File: src/rtl/bcd_scan_display.sv
// Time-multiplexed, active-low seven-segment driver with a once-per-frame snapshot of the BCD digits.
// Optional feature: define LEADING_ZERO_BLANK_EN to blank leading zero digits (digit 0 is never blanked).
module bcd_scan_display #(
   parameter int DIGITS      = 4,
   parameter int REFRESH_DIV = 50000
) (
   input  logic                  clk,
   input  logic                  rst,
   input  logic [4*DIGITS-1:0]   bcd_in,
   input  logic [DIGITS-1:0]     dp_in,
   output logic [6:0]            seg,
   output logic                  dp,
   output logic [DIGITS-1:0]     an,
   output logic                  frame_tick
);

   localparam int PW = (REFRESH_DIV > 1) ? $clog2(REFRESH_DIV) : 1;
   localparam int IW = (DIGITS > 1) ? $clog2(DIGITS) : 1;
   localparam logic [PW-1:0] PLAST = PW'(REFRESH_DIV - 1);
   localparam logic [IW-1:0] ILAST = IW'(DIGITS - 1);

   logic [PW-1:0]          pcnt;
   logic [IW-1:0]          idx, nidx;
   logic [4*DIGITS-1:0]    shadow, cur_bcd;
   logic [DIGITS-1:0]      dp_shadow, cur_dp, blank;
   logic [3:0]             digit;
   logic                   tc, wrap;
   logic [6:0]             seg_nxt;

   function automatic logic [6:0] decode(input logic [3:0] d);
      case (d)
         4'd0:    decode = 7'b1000000;
         4'd1:    decode = 7'b1111001;
         4'd2:    decode = 7'b0100100;
         4'd3:    decode = 7'b0110000;
         4'd4:    decode = 7'b0011001;
         4'd5:    decode = 7'b0010010;
         4'd6:    decode = 7'b0000010;
         4'd7:    decode = 7'b1111000;
         4'd8:    decode = 7'b0000000;
         4'd9:    decode = 7'b0010000;
         default: decode = 7'b0111111;
      endcase
   endfunction

   assign tc   = (pcnt == PLAST);
   assign wrap = tc && (idx == ILAST);
   assign nidx = wrap ? '0 : IW'(idx + 1'b1);

   // On the wrap cycle the shadow is stale; show the value being captured.
   assign cur_bcd = wrap ? bcd_in : shadow;
   assign cur_dp  = wrap ? dp_in  : dp_shadow;
   assign digit   = cur_bcd[4*nidx +: 4];

`ifdef LEADING_ZERO_BLANK_EN
   always_comb begin
      logic nz;
      nz    = 1'b0;
      blank = '0;
      for (int i = DIGITS - 1; i >= 1; i--) begin
         nz       = nz | (|cur_bcd[4*i +: 4]);
         blank[i] = ~nz;
      end
   end
`else
   assign blank = '0;
`endif

   assign seg_nxt = blank[nidx] ? 7'b1111111 : decode(digit);

   always_ff @(posedge clk or posedge rst) begin
      if (rst) begin
         pcnt       <= '0;
         idx        <= ILAST;
         shadow     <= '0;
         dp_shadow  <= '0;
         seg        <= 7'b1111111;
         dp         <= 1'b1;
         an         <= '1;
         frame_tick <= 1'b0;
      end else begin
         frame_tick <= wrap;
         pcnt       <= tc ? '0 : PW'(pcnt + 1'b1);
         if (tc) begin
            idx <= nidx;
            seg <= seg_nxt;
            dp  <= ~cur_dp[nidx];
            an  <= ~(DIGITS'(1) << nidx);
         end
         if (wrap) begin
            shadow    <= bcd_in;
            dp_shadow <= dp_in;
         end
      end
   end

endmodule

File: config.mk
export PLATFORM = sky130hd
export DESIGN_NAME = bcd_scan_display
export DESIGN_NICKNAME = d
export VERILOG_FILES = /design/src/rtl/bcd_scan_display.sv
export SDC_FILE = /design/constraint.sdc
export NUM_CORES = 1
export LEC_CHECK = 0
export CELL_PAD_IN_SITES_DETAIL_PLACEMENT = 1
export CELL_PAD_IN_SITES_GLOBAL_PLACEMENT = 2
export CORE_ASPECT_RATIO = 1.2
export CORE_MARGIN = 3
export CORE_UTILIZATION = 35
export DETAILED_ROUTE_END_ITERATION = 7
export PLACE_DENSITY_LB_ADDON = 0.1
export SLEW_MARGIN = 40
export SYNTH_ARGS = -nofsm -noshare
export SYNTH_HDL_FRONTEND = slang
export SYNTH_SLANG_ARGS = --single-unit
File: constraint.sdc
create_clock -name clk -period 6.4 [get_ports clk]
set_input_delay 0.96 -clock clk [delete_from_list [all_inputs] [get_ports clk]]
set_output_delay 0.96 -clock clk [all_outputs]
set_load 0.02 [all_outputs]
==> results.ini <==
[outcome]
status = finished, final reports clean

[sta]
rsz0062_at_grt = no
fin_crit_sh = 0.510
skew_ns = 0.0113
tns_ns = 0
finalMaxSlewViolations = 0
setup_viol = 0
clock.fmax_mhz = 306
fin_worst_hold_slack_ns = 0.470
timing.slew.headroom = 0.559
worstMarginPinSlew_ns = 0.643
hold_viol = 0
period_needed_ns = 3.26

[clock_tree]
cts_tree = yes
cts_sinks = 51
numCtsBuffers = 5
cts_hold_buf = 0
cts_max_level = 2
root_buffer = clkbuf_8
post_cts_resize_count = 0
clk_pin_slew_worst_paths_ns = 0.09
insertion_delay_ns = 0.31
clk_path_buf_depth = 2
cts_post_setup_buffers_inserted = 0

[pwr]
vdd_drop_max_v = 0.0000735
cellPowerDensity_mw_per_mm2 = 172
leakage_nw = 1.39

[final_layout]
fillers = 762
drive_above_1_share = 0.247
syn2layout_area_growth_pct = 21.2
layout.nets = 279
antenna_cells = 0

[die]
row_count = 33
die_w_microns = 84.0
ios = 35
core-area_sq_mm = 0.00698
dieArea_sq_mm = 0.00837
fp.dieH_microns = 99.6
initial_core_util = 0.366

[worst_setup_path]
reg2reg_from = idx[0]
r2r_cells = 9
slowest_stage = dfstp_2
cp-end-kind = register
crit_required_ns = 6.63
path_class = register to register
critical_path_arrival_ns = 3.50
worstPathMaxFanout = 10
max_stage_delay_ns = 0.67
crit_chain = inv_1 > ha_1 > mux4_2 > mux2i_1 > inv_1 > ha_1 > nand2_1 > o32ai_1 > a31oi_1
start_kind = register
r2r_slack_ns = 3.14
timing.rr.end = seg[4]

[detailed_routing]
antenna_left = 0
wire_per_inst_microns = 16.4
firstDrtPassIters = 4
drc_errors = 0
vias_per_cell = 5.11
wl_microns = 5480
vias = 1707
drt_iter0_markers = 45

[worst_hold_path]
hold_end = seg[6]
holdCritStartpoint = seg[6]
hold_path_depth = 2
hold_class = register to register

[global_routing]
antenna_found_initial = 0
grt_pass1_vias = 1897
grt_pass1_wl_microns = 9490
grt_usage = 0.143
grt_overflow = 0
grt_max_degree = 52

[yosys]
synth_cell_types = 38
synth_nets = 242
synthDominantCellAreaShare = 0.362
synth_cells = 209
avgSynthCellArea_sq_um = 12.2
ys_ff_latch = 51
synth_top_flop_cell = dfrtp_1
syn_area_sq_mm = 0.00255
synthTopCellsByArea = dfrtp_1 36%, dfstp_2 14%, mux2_2 12%, ha_1 5.4%, mux4_2 4.4%
ys_seq_area_frac = 0.506
yosysTopAreaCell = dfrtp_1
synth_edf_count = 0
synthArstFlopShare = 1.00
yosys_warnings = 0

[run]
max_cap_viol_count = 0

[place]
gp_congestion = 0.739
hpwlAfterDp_microns = 3950
io_buffers = 34

state kept, by name (all words and copies together) (netlist names):
name and count:
frame_tick 1, seg 7, dp 1, pcnt 16, shadow 16, idx 2
dp_shadow 4, an 4
power breakdown:
| part | total, mW | switching, mW | leakage (nW) | internal [mW] |
|---|---|---|---|---|
| combinational | 0.0222 | 0.00937 | 0.699 | 0.0128 |
| sequential | 0.322 | 0 | 0.648 | 0.322 |
| clock | 0.187 | 0.109 | 0.0395 | 0.0781 |
| total | 0.531 | 0.118 | 1.39 | 0.413 |
Yosys cell counts, types with 2 or more instances:
library cell / instances
nor4_1: 2
o21ai_0: 7
inv_1: 8
nand3_1: 9
o211ai_1: 3
nand4_1: 3
mux2_2: 27
clkbuf_1: 3
dfstp_2: 14
mux2i_1: 6
nand2_1: 20
and3_1: 3
ha_1: 11
or3_1: 3
nor2_1: 12
nor3_1: 3
a211o_1: 2
xnor2_1: 7
xor2_1: 5
buf_2: 3
mux4_2: 5
dfrtp_1: 37
worst max path at each step:
stage | start | to | depth (start not counted)
floorplan | idx[0] | seg[4] | 11
global placement | idx[0] | seg[4] | 9
detailed placement | idx[0] | seg[4] | 9
CTS | idx[0] | seg[4] | 9
global route | idx[0] | seg[4] | 9
finish | idx[0] | seg[4] | 9
worst max-delay path: cells and delay by family (launching register included):
kind,cells,cell delay [ns]
AND/OR/NAND/NOR,1,0.07
adder cells (fa/ha/maj),2,0.85
flip-flops,1,0.67
multiplexers,2,1.07
AO/OA/AOI/OAI,2,0.23
buffers and inverters,2,0.29
stage by stage:
stage / setup WS, ns / total power [mW] / area, sq um / util / std cells
3_3_place_gp: 3.14 / 0.352 / 3010 / 0.431 / 325
4_1_cts: 3.01 / 0.539 / 3100 / 0.444 / 334
5_1_grt: 2.78 / 0.556 / 3100 / 0.444 / 334
3_5_place_dp: 3.05 / 0.352 / 3020 / 0.432 / 326
6_report: 3.14 / 0.531 / 3100 / 0.444 / 334
2_1_floorplan: 3.17 / 0.335 / 2550 / - / 209
final cells by class:
class	instances	area [sq um]	area share
sequential	51	1290	0.418
multi-input combinational	143	1220	0.393
timing repair buffer	37	367	0.118
tap	87	109	0.0352
clock buffer	8	80.1	0.0259
inverter	8	30.0	0.00970
layout by cell type (no fill, tap or decap), types with 3 or more instances in the layout:
cell type,netlist,final
dfrtp_1,37,37
clkdlybuf4s50_1,0,34
mux2_2,27,27
nand2_1,20,20
dfstp_2,14,14
nor2_1,12,12
ha_1,11,11
nand3_1,9,9
o21ai_0,7,7
inv_1,8,7
xnor2_1,7,7
mux2i_1,6,6
mux4_2,5,5
xor2_1,5,5
clkbuf_8,0,5
and3_1,3,3
nor3_1,3,3
nand4_1,3,3
o211ai_1,3,3
or3_1,3,3
clkbuf_1,3,3
per-layer routing:
metal  global-route usage  share of wire  vias to the layer above
met5                    0              0                        -
met2                0.249           0.50                       23
met1                0.181           0.46                      866
met4               0.0408          0.011                        0
li1                     -              -                      813
met3               0.0282          0.026                        5
logic make-up (layout without fill, tap and decap cells):
logic type / Yosys count / after routing / share of synthesized area
flip-flops: 51 / 51 / 0.506
AND/OR/NAND/NOR: 61 / 61 / 0.120
adder cells (fa/ha/maj): 11 / 11 / 0.0539
XOR/XNOR: 12 / 12 / 0.0411
buffers and inverters: 15 / 53 / 0.0264
AO/OA/AOI/OAI: 18 / 18 / 0.0455
multiplexers: 41 / 41 / 0.207
(Power assumes the default switching activity.)
